--- config.mk ---
export PLATFORM = sky130hd
export DESIGN_NAME = fifo_async_pop_ctrl
export DESIGN_NICKNAME = d
export VERILOG_FILES = /design/src/rtl/fifo_async_pop_buf.sv /design/src/rtl/fifo_async_pop_ctrl.sv
export SDC_FILE = /design/constraint.sdc
export NUM_CORES = 1
export LEC_CHECK = 0
export BUFFER_PORTS_ARGS = -buffer_cell sky130_fd_sc_hd__buf_2
export CAP_MARGIN = 20
export CORE_UTILIZATION = 43
export DETAILED_ROUTE_END_ITERATION = 7
export HOLD_SLACK_MARGIN = 0.06
export PLACE_DENSITY_LB_ADDON = 0.2
export SLEW_MARGIN = 20
export SYNTH_ARGS = -nofsm -noshare
export SYNTH_HDL_FRONTEND = slang
export SYNTH_SLANG_ARGS = --single-unit
--- constraint.sdc ---
create_clock -name clk -period 4.5 [get_ports clk]
set_clock_uncertainty 0.05 [all_clocks]
set_input_delay 0.45 -clock clk [delete_from_list [all_inputs] [get_ports clk]]
set_output_delay 0.45 -clock clk [all_outputs]
set_load 0.02 [all_outputs]
--- src/rtl/fifo_async_pop_buf.sv ---
// Ring buffer with head-of-queue output, enqueue/dequeue strobes and a synchronous clear.
// Storage is not reset; pointers and count are cleared by async rst or by clr_i.
module fifo_async_pop_buf #(
  parameter int W = 32,
  parameter int D = 2
) (
  input  logic                   clk,
  input  logic                   rst,
  input  logic                   clr_i,
  input  logic                   enq_i,
  input  logic [W-1:0]           enq_data_i,
  input  logic                   deq_i,
  output logic [W-1:0]           head_o,
  output logic [$clog2(D+1)-1:0] count_o
);
  localparam int PTR_W = $clog2(D);
  localparam int CNT_W = $clog2(D+1);

  logic [W-1:0]     mem_q [D];
  logic [PTR_W-1:0] rd_ptr_q, rd_ptr_d;
  logic [PTR_W-1:0] wr_ptr_q, wr_ptr_d;
  logic [CNT_W-1:0] count_q, count_d;

  always_comb begin
    rd_ptr_d = rd_ptr_q;
    wr_ptr_d = wr_ptr_q;
    count_d  = count_q;
    if (clr_i) begin
      rd_ptr_d = '0;
      wr_ptr_d = '0;
      count_d  = '0;
    end else begin
      if (enq_i) wr_ptr_d = wr_ptr_q + PTR_W'(1);
      if (deq_i) rd_ptr_d = rd_ptr_q + PTR_W'(1);
      case ({enq_i, deq_i})
        2'b10:   count_d = count_q + CNT_W'(1);
        2'b01:   count_d = count_q - CNT_W'(1);
        default: count_d = count_q;
      endcase
    end
  end

  always_ff @(posedge clk or posedge rst) begin
    if (rst) begin
      rd_ptr_q <= '0;
      wr_ptr_q <= '0;
      count_q  <= '0;
    end else begin
      rd_ptr_q <= rd_ptr_d;
      wr_ptr_q <= wr_ptr_d;
      count_q  <= count_d;
    end
  end

  // Data storage carries no reset so it can map onto plain flops or RAM.
  always_ff @(posedge clk) begin
    if (enq_i && !clr_i) mem_q[wr_ptr_q] <= enq_data_i;
  end

  assign head_o  = mem_q[rd_ptr_q];
  assign count_o = count_q;
endmodule

--- src/rtl/fifo_async_pop_ctrl.sv ---
// Read-side pop sequencer: issues credit-checked pops, absorbs the 1-cycle pop latency in a
// prefetch buffer and drives a valid/ready stream; 2-cycle empty-to-valid, flush, sticky err.
module fifo_async_pop_ctrl #(
  parameter int W = 32,
  parameter int D = 2
) (
  input  logic                   clk,
  input  logic                   rst,
  input  logic                   fifo_empty_r,
  output logic                   fifo_pop,
  input  logic [W-1:0]           fifo_pop_data,
  input  logic                   fifo_pop_data_vld_r,
  input  logic                   flush,
  output logic                   out_vld,
  output logic [W-1:0]           out_data,
  input  logic                   out_rdy,
  output logic [$clog2(D+1)-1:0] level_r,
  output logic                   err_r
);
  localparam int CNT_W = $clog2(D+1);
  localparam logic [CNT_W:0] DEPTH = D[CNT_W:0];

  logic [CNT_W-1:0] count;
  logic             deq;
  logic             enq;
  logic [CNT_W:0]   credit_used;
  logic             inflight_q, inflight_d;
  logic             err_q, err_d;

  assign out_vld = (count != '0) && !flush;
  assign deq     = out_vld && out_rdy;

  // A slot freed by this cycle's dequeue is credited immediately, sustaining full rate at D=2.
  assign credit_used = {1'b0, count} + (CNT_W+1)'(inflight_q) - (CNT_W+1)'(deq);
  assign fifo_pop    = !rst && !fifo_empty_r && !flush && (credit_used < DEPTH);

  // Unsolicited data (error case) is only stored if there is room.
  assign enq = fifo_pop_data_vld_r && !flush && ({1'b0, count} != DEPTH);

  assign inflight_d = fifo_pop;
  assign err_d      = err_q || (fifo_pop_data_vld_r && !inflight_q);

  always_ff @(posedge clk or posedge rst) begin
    if (rst) begin
      inflight_q <= 1'b0;
      err_q      <= 1'b0;
    end else begin
      inflight_q <= inflight_d;
      err_q      <= err_d;
    end
  end

  fifo_async_pop_buf #(.W(W), .D(D)) u_buf (
    .clk        (clk),
    .rst        (rst),
    .clr_i      (flush),
    .enq_i      (enq),
    .enq_data_i (fifo_pop_data),
    .deq_i      (deq),
    .head_o     (out_data),
    .count_o    (count)
  );

  assign level_r = count;
  assign err_r   = err_q;
endmodule

==> metrics.csv, run 1 <==
metric,value,unit
outcome,"complete, no violations",
DRT Wirelength,4550,um
vias post-DR,1499,
slowest cell on the critical path,dfrtp_1,
TritonCTS Buffers,9,
Die X-Extent,81.2,um
Crit path arrival time,2.62,ns
initial core utilization,0.451,
layout cells sized above 1,0.393,
final worst slack,1.38,ns
Longest Clk Path Bufs,2,
Lkg Pwr,1.26,nW
Syn-to-layout area delta,22.7,%
setup bufs post-CTS,0,
Syn Nets,181,
1st-iter DRT viols,65,
"Hold Vio Cnt, Final",0,
Ports,75,
Routed Antenna Nets,0,
Fill cells,483,
post-synthesis instance area,2700,um^2
Max Freq,0.321,GHz
Final min period,3.12,ns
hold_ws,0.261,ns
"Distinct cells, synth",28,
total power per unit cell area,389,nW/um^2
root buffer cell,clkbuf_8,
clock sink total,70,
die area,6600,um^2
DP Worst Slack,1.72,ns
# Max-Cap Violations,0,
largest net degree at the start of global routing,33,
CP required,4.00,ns
Crit. End Element,output pin,
final net count,264,
Worst-Margin Slew,1.02,ns
vias in the first global route,1533,
routed len/inst,15.0,um
peak supply drop,0.229,mV
path type of the worst setup path,reg2out,
CP Launch Point,u_buf.count_o[1],
GR Util All Layers,0.151,
CP Launch Type,flop,
Vias/cell,4.93,
diodes inserted,0,
CTS tree,yes,
Core Box Area,5990,um^2
remaining global-route overflow,0,
Clock Latency Late Sink,0.32,ns
"Avg Cell Area, Syn",19.1,um^2
number of remaining DRC errors,0,
"flops & latches, synth",70,
initial antenna violation count,0,
WHS Path Cells,1,
Detail Placement HPWL,3170,um
first-pass GRT wire length,7070,um
worst reg2reg path depth,4,
hold path start,fifo_pop_data[7],
Final Max Slew Viols,0,
Worst R2R Start,u_buf.count_o[0],
RSZ-0062 raised after global routing,no,
cts repair resizes,0,
RD Place Congestion,0.849,
FP Rows,28,
cell mode on critical path,nor2_1,
overall power,1.29,mW
Ys Warns,0,
worst min path class,in2reg,
Die Span Y,81.2,um
post-route setup TNS,0,ns
clock slew at reported path FFs,0.07,ns
final worst path period share,0.693,
Slew HR,0.319,
PortBufs,74,
# setup viols final,0,
Post-Synthesis Cells,141,
crit path max fanout,10,
# H-tree levels,3,
DRT Pass-1 Iters,4,
"Seq/Total Area, Yosys",0.767,
CP max stage delay,0.51,ns
crit path cell chain,nor2_1 > nor2_1 > and2_1 > ha_1 > nand2b_1 > fa_1 > xnor2_1 > and4_1 > buf_2,
## synth_stat cells, drive strengths merged
cell type / n / share of area
nor2: 4 / 0.0056
a21o: 1 / 0.0028
fa: 1 / 0.0074
xnor2: 1 / 0.0032
nor2b: 1 / 0.0051
nand2b: 2 / 0.0046
o21bai: 1 / 0.0028
nand2: 2 / 0.0028
nand3b: 1 / 0.0028
ha: 1 / 0.0046
or3: 1 / 0.0023
mux2: 33 / 0.14
and2: 1 / 0.0023
xor2: 1 / 0.0032
dfrtp: 6 / 0.056
and4: 1 / 0.0032
clkbuf: 1 / 0.0051
o21ai: 2 / 0.0037
o211ai: 1 / 0.0028
buf: 5 / 0.012
a21oi: 4 / 0.0074
nor3: 1 / 0.0019
inv: 3 / 0.0042
edfxtp: 64 / 0.71
nor3b: 2 / 0.0056
## area by class of cell
class / count / area (um^2) / share of cell area
sequential: 70 / 2070 / 0.626
inverter: 3 / 11.3 / 0.00340
multi-input combinational: 62 / 582 / 0.176
timing repair buffer: 78 / 403 / 0.122
tap: 75 / 93.8 / 0.0283
clock buffer: 16 / 150 / 0.0453
## metal layers
metal / global-route usage / share of wire / up-vias
met3: 0.0461 / 0.074 / 8
met4: 0.0911 / 0.016 / 0
met5: 0 / 0 / -
met1: 0.180 / 0.42 / 720
met2: 0.242 / 0.49 / 67
li1: - / - / 704
## worst max-delay path, delay by kind of cell (launching register included)
family | cells | cell delay (ns)
buffers and inverters | 1 | 0.16
XOR/XNOR | 1 | 0.19
adder cells (fa/ha/maj) | 2 | 0.67
AND/OR/NAND/NOR | 5 | 0.76
flip-flops | 1 | 0.51
## repair_timing
| item | in CTS | in global routing |
|---|---|---|
| hold buffers | 1 | 0 |
| hold endpoints to repair | 6 | 0 |
| setup endpoints to repair | 0 | 0 |
## layout by cell type (no fill, tap or decap), types with 2 or more instances in the layout
| cell type | n |
|---|---|
| a21oi_1 | 4 |
| buf_2 | 74 |
| buf_4 | 3 |
| clkbuf_1 | 7 |
| clkbuf_8 | 9 |
| dfrtp_1 | 6 |
| edfxtp_1 | 64 |
| inv_1 | 2 |
| mux2_1 | 33 |
| nand2_1 | 2 |
| nand2b_1 | 2 |
| nor2_1 | 4 |
## flip-flops by register name, indices dropped and copies added, names as in the netlist
| name | count |
|---|---|
| u_buf.mem_q | 64 |
| u_buf.wr_ptr_q | 1 |
| err_r | 1 |
| u_buf.count_o | 2 |
| u_buf.rd_ptr_q | 1 |
| inflight_q | 1 |
## kinds of logic after synthesis
logic type,count (synthesis),share of synthesized area
flip-flops,70,0.767
multiplexers,33,0.138
AND/OR/NAND/NOR,16,0.0361
AO/OA/AOI/OAI,9,0.0195
buffers and inverters,9,0.0209
XOR/XNOR,2,0.00649
adder cells (fa/ha/maj),2,0.0120
## through the flow
stage	cells	cell area, um^2	utilization
3_3_place_gp	287	3150	0.526
6_report	304	3310	0.553
3_5_place_dp	287	3150	0.526
4_1_cts	304	3310	0.553
5_1_grt	304	3310	0.553
2_1_floorplan	141	2700	-
## where the power goes
group | switching, mW | leakage, nW | internal (mW)
sequential | 0.0122 | 0.663 | 0.737
combinational | 0.0860 | 0.529 | 0.0571
clock | 0.193 | 0.0730 | 0.202
## final timing paths
check / end / slack (ns)
setup / recovery: fifo_pop / 1.38
hold reg to reg: err_r / 0.41
setup reg to reg: u_buf.mem_q[1][6] / 2.04
hold / removal: u_buf.mem_q[0][7] / 0.26
min in group asynchronous: u_buf.count_o[1] / 0.56
max in group asynchronous: u_buf.rd_ptr_q / 3.63
No activity file was read; power rests on OpenSTA's default activity.
==> inputs of run 2 (changes only) <==
- ABC_AREA: default -> 1
- clock period: 4.5 -> 3.2 ns (I/O delays scaled with it)
==> run 2 against run 1 <==
Net effect:
- cell count is 5.3% higher
- via count is 2.3% higher
- global-route usage hardly changed
- critical path type unchanged
- largest power group unchanged
==> metrics.csv, run 2 <==
metric,value,unit
crit path max fanout,8,
CTS tree,yes,
largest net degree at the start of global routing,33,
Syn Nets,194,
"top cells by area, synth","edfxtp_1 (71%), mux2_2 (8.3%), dfrtp_1 (5.5%), mux2_1 (5.0%), nand2_1 (1.8%)",
# H-tree levels,3,
footprint of the multi-input gates,604,um^2
"Seq/Total Area, Yosys",0.761,
Top Metal Used,met4,
Routed Antenna Nets,0,
Buf/Inv on CP,4,
"most common cell after layout, fill and taps aside",buf_2,
Final min period,2.98,ns
DRT Pass-1 Iters,3,
final instance area,3460,um^2
CP max stage delay,0.48,ns
first-pass GRT wire length,7100,um
Met1 Routed Length,1870,um
Max Freq,0.335,GHz
# Max-Cap Violations,0,
initial core utilization,0.452,
Slew HR,0.703,
crit path cell chain,inv_1 > nand2_1 > nand3_2 > clkinv_1 > ha_1 > inv_1 > nand2_1 > fa_1 > nand2_1 > nor4_1 > buf_2,
Syn-to-layout area delta,26.9,%
Detail Placement HPWL,3000,um
Die X-Extent,81.6,um
vias post-DR,1534,
routed len/inst,14.2,um
Post-DP Area,3210,um^2
cts repair resizes,0,
root buffer cell,clkbuf_8,
CP Launch Type,flop,
Biggest register,u_buf.mem_q,
initial antenna violation count,0,
Die Span Y,81.6,um
metal3 WL,254,um
setup bufs post-CTS,0,
slowest cell on the critical path,dfrtp_1,
total power per unit cell area,622,nW/um^2
peak supply drop,0.358,mV
FP Rows,28,
Lkg Pwr,1.37,nW
clock slew at reported path FFs,0.08,ns
Fill cells,518,
Crit path arrival time,2.61,ns
RSZ-0062 raised after global routing,no,
Crit. End Element,output pin,
Ports,75,
final net count,280,
1st-iter DRT viols,96,
PortBufs,74,
Crit path max-delay family,adder cells,
cell mode on critical path,nand2_1,
Vias/cell,4.79,
Post-Synthesis Cells,154,
top post-synthesis cells by count,"edfxtp_1 (64), mux2_2 (20), nand2_1 (13)",
Post-synth ARST share,0.0857,
"area leader, netlist",edfxtp_1,
top cell type's share of synthesized area,0.706,
hold buffer count at cts,1,
overall power,2.15,mW
Final Max Slew Viols,0,
Ys Warns,0,
TritonCTS Buffers,9,
"flops & latches, synth",70,
vias in the first global route,1551,
WL met2,2340,um
worst min path class,in2reg,
# setup viols final,0,
number of synthesized flops with an enable pin,64,
FF/Latch Area,2070,um^2
die area,6660,um^2
"Hold Vio Cnt, Final",0,
final worst path period share,0.932,
top_reg_cell synth,edfxtp_1,
remaining global-route overflow,0,
path type of the worst setup path,reg2out,
Worst-Margin Slew,0.446,ns
"Avg Cell Area, Syn",17.7,um^2
max reg flops,64,
layout cells sized above 1,0.498,
Longest Clk Path Bufs,2,
Clock Latency Late Sink,0.33,ns
CP required,2.83,ns
"commonest cells after routing, fill and taps aside","buf_2 (74), edfxtp_1 (64), mux2_2 (20), nand2_1 (13), mux2_1 (12)",
GR Util All Layers,0.151,
outcome,"complete, no violations",
most common cell in the synthesized netlist,edfxtp_1,
hold_ws,0.100,ns
clock sink total,70,
RD Place Congestion,0.768,
post-route setup TNS,0,ns
number of remaining DRC errors,0,
diodes inserted,0,
post-synthesis instance area,2720,um^2
"Distinct cells, synth",24,
DRT Wirelength,4550,um
Core Box Area,6030,um^2
## run 2: cell count changes after synthesis, moves of 4 or more
| cell | delta |
|---|---|
| inv_1 | +5 |
| nor2_1 | +4 |
| mux2_1 | -21 |
| a21oi_1 | -4 |
| nand2_1 | +11 |
| nand3_1 | +4 |
| mux2_2 | +20 |
## run 2: logic make-up after synthesis
logic type | Yosys count | synth area share
AO/OA/AOI/OAI | 4 | 0.00965
multiplexers | 32 | 0.132
XOR/XNOR | 1 | 0.00322
buffers and inverters | 14 | 0.0230
AND/OR/NAND/NOR | 31 | 0.0593
adder cells (fa/ha/maj) | 2 | 0.0119
flip-flops | 70 | 0.761
## run 2: power breakdown
| part | switching (mW) | internal (mW) | total, mW |
|---|---|---|---|
| sequential | 0.0133 | 1.04 | 1.06 |
| clock | 0.321 | 0.517 | 0.838 |
| combinational | 0.155 | 0.0994 | 0.254 |
| total | 0.489 | 1.66 | 2.15 |
## run 2: area by class of cell
type                            instances  share of cell area
Sequential cell                        70               0.600
Inverter                               10              0.0109
Clock buffer                           10              0.0369
Tap cell                               75              0.0272
Timing Repair Buffer                   79               0.119
Multi-Input combinational cell         70               0.175
Clock inverter                          6              0.0319
## run 2: worst paths after layout
path	from	to	slack, ns	cells past startpoint
max	u_buf.count_o[1]	fifo_pop	0.22	11
min	fifo_empty_r	inflight_q	0.10	2
max reg2reg	u_buf.count_o[1]	inflight_q	0.98	10
min reg2reg	inflight_q	err_r	0.42	1
max in group asynchronous	rst	u_buf.wr_ptr_q	2.47	3
min in group asynchronous	rst	inflight_q	0.41	3
## run 2: layer usage
layer  vias up  global-route usage
li1        734                   -
met1       747               0.169
met2        44               0.259
met3         9              0.0478
met4         0              0.0789
met5         -                   0
## run 2: metrics by stage
stage                util  std cells  worst slack (ns)
global route        0.574        320           0.00669
floorplan               -        154             0.367
global placement    0.532        303             0.620
finish              0.574        320             0.218
detailed placement  0.532        303             0.564
CTS                 0.574        320             0.188
==> inputs of run 3 (changes only) <==
--- a/constraint.sdc
+++ b/constraint.sdc
@@ -3,3 +3,3 @@
 set_input_delay 0.32 -clock clk [delete_from_list [all_inputs] [get_ports clk]]
 set_output_delay 0.32 -clock clk [all_outputs]
-set_load 0.02 [all_outputs]
+set_load 0.01 [all_outputs]
==> run 3 against run 2 <==
Net effect:
- global-route usage fell by 0.21 points
- routed wire length about the same
- power is 4.5% lower
- first-iteration DRC count grew 14%
- clock-buffer cell count down 1
- non-clock buffer count stayed put
- worst setup slack better by 0.032 ns
- worst hold slack lost 0.0010 ns
- utilization down 0.27 points
- sequential cell count did not move
==> metrics.csv, run 3 (synthesized netlist as in run 2, its figures left out) <==
metric,value,unit
Routed Antenna Nets,0,
peak supply drop,0.335,mV
PortBufs,74,
1st-iter DRT viols,109,
CTS tree,yes,
max reg flops,64,
crit path max fanout,8,
final worst path period share,0.922,
dpl cells,303,
root buffer cell,clkbuf_8,
number of remaining DRC errors,0,
Die Span Y,81.6,um
Vias/cell,4.78,
CP max stage delay,0.48,ns
"commonest cells after routing, fill and taps aside","buf_2 (74), edfxtp_1 (64), mux2_2 (20), nand2_1 (13), mux2_1 (12)",
RSZ-0062 raised after global routing,no,
crit path cell chain,inv_1 > nand2_1 > nand3_2 > clkinv_1 > ha_1 > inv_1 > nand2_1 > fa_1 > nand2_1 > nor4_1 > buf_2,
Final min period,2.95,ns
# setup viols final,0,
"Hold Vio Cnt, Final",0,
worst min path class,in2reg,
DRT Pass-1 Iters,4,
Syn-to-layout area delta,26.3,%
Die X-Extent,81.6,um
r2r setup slk,0.98,ns
GR Util All Layers,0.149,
post-route setup TNS,0,ns
Lkg Pwr,1.36,nW
diodes inserted,0,
Fill cells,531,
first-pass GRT wire length,7010,um
Ports,75,
Crit. End Element,output pin,
routed len/inst,14.2,um
# Max-Cap Violations,0,
RD Place Congestion,0.787,
Detail Placement HPWL,3000,um
initial core utilization,0.452,
CP required,2.83,ns
overall power,2.05,mW
Longest Clk Path Bufs,2,
clock sink total,70,
vias post-DR,1528,
remaining global-route overflow,0,
Biggest register,u_buf.mem_q,
initial antenna violation count,0,
Crit path arrival time,2.58,ns
total power per unit cell area,597,nW/um^2
clock slew at reported path FFs,0.08,ns
Slew HR,0.698,
DRT Wirelength,4560,um
outcome,"complete, no violations",
"most common cell after layout, fill and taps aside",buf_2,
Final Max Slew Viols,0,
Core Box Area,6030,um^2
TritonCTS Buffers,9,
slowest cell on the critical path,dfrtp_1,
# H-tree levels,3,
CP Launch Type,flop,
cell mode on critical path,nand2_1,
Worst-Margin Slew,0.453,ns
footprint of the multi-input gates,604,um^2
FP Rows,28,
die area,6660,um^2
vias in the first global route,1560,
path type of the worst setup path,reg2out,
largest net degree at the start of global routing,33,
Max Freq,0.339,GHz
final net count,280,
layout cells sized above 1,0.506,
Layout Cells excl Fill,320,
cts repair resizes,0,
Clock Latency Late Sink,0.33,ns
FF/Latch Area,2070,um^2
==> run 3: timing repair <==
action | in CTS | in global routing
setup buffers | 0 | 0
endpoints found under the hold margin | 6 | 0
hold buffers | 1 | 0
==> run 3: cell type report <==
class / count / area share
repair buffers: 79 / 0.119
clock inverters: 7 / 0.0284
clock buffers: 9 / 0.0360
well taps: 75 / 0.0273
inverters: 10 / 0.0109
flip-flops and latches: 70 / 0.602
multi-input cells: 70 / 0.176
==> run 3: path summary, 6_finish.rpt <==
check | startpoint | to | cells past startpoint
max | u_buf.count_o[1] | fifo_pop | 11
min | fifo_empty_r | inflight_q | 2
max reg2reg | u_buf.count_o[1] | inflight_q | 10
min reg2reg | err_r | err_r | 1
max in group asynchronous | rst | u_buf.rd_ptr_q | 3
min in group asynchronous | rst | inflight_q | 3
==> run 3: power by group <==
part / internal, mW / switching [mW]
clock: 0.441 / 0.335
sequential: 1.04 / 0.0133
combinational: 0.0989 / 0.121
total: 1.58 / 0.470
==> run 3: worst max-delay path: cells and delay by family, from the launching register on <==
kind | cells | cell delay, ns
simple gates | 5 | 0.55
buf+inv | 4 | 0.45
flops | 1 | 0.48
fa+ha+maj | 2 | 0.76
==> run 3: per-stage QoR <==
| stage | hold slack [ns] | util | area [um^2] | setup slack [ns] |
|---|---|---|---|---|
| after global routing | 0.0978 | 0.571 | 3440 | 0.0101 |
| after detailed placement | 0.227 | 0.532 | 3210 | 0.600 |
| after global placement | 0.218 | 0.532 | 3210 | 0.649 |
| after CTS | 0.0807 | 0.571 | 3440 | 0.233 |
| after floorplan | 0.0610 | - | 2720 | 0.649 |
| final | 0.0994 | 0.571 | 3440 | 0.250 |
==> run 3: metal layers <==
metal,share of wire,global-route usage
met5,0,0
met4,0.012,0.0789
met1,0.42,0.171
met2,0.51,0.248
met3,0.061,0.0489
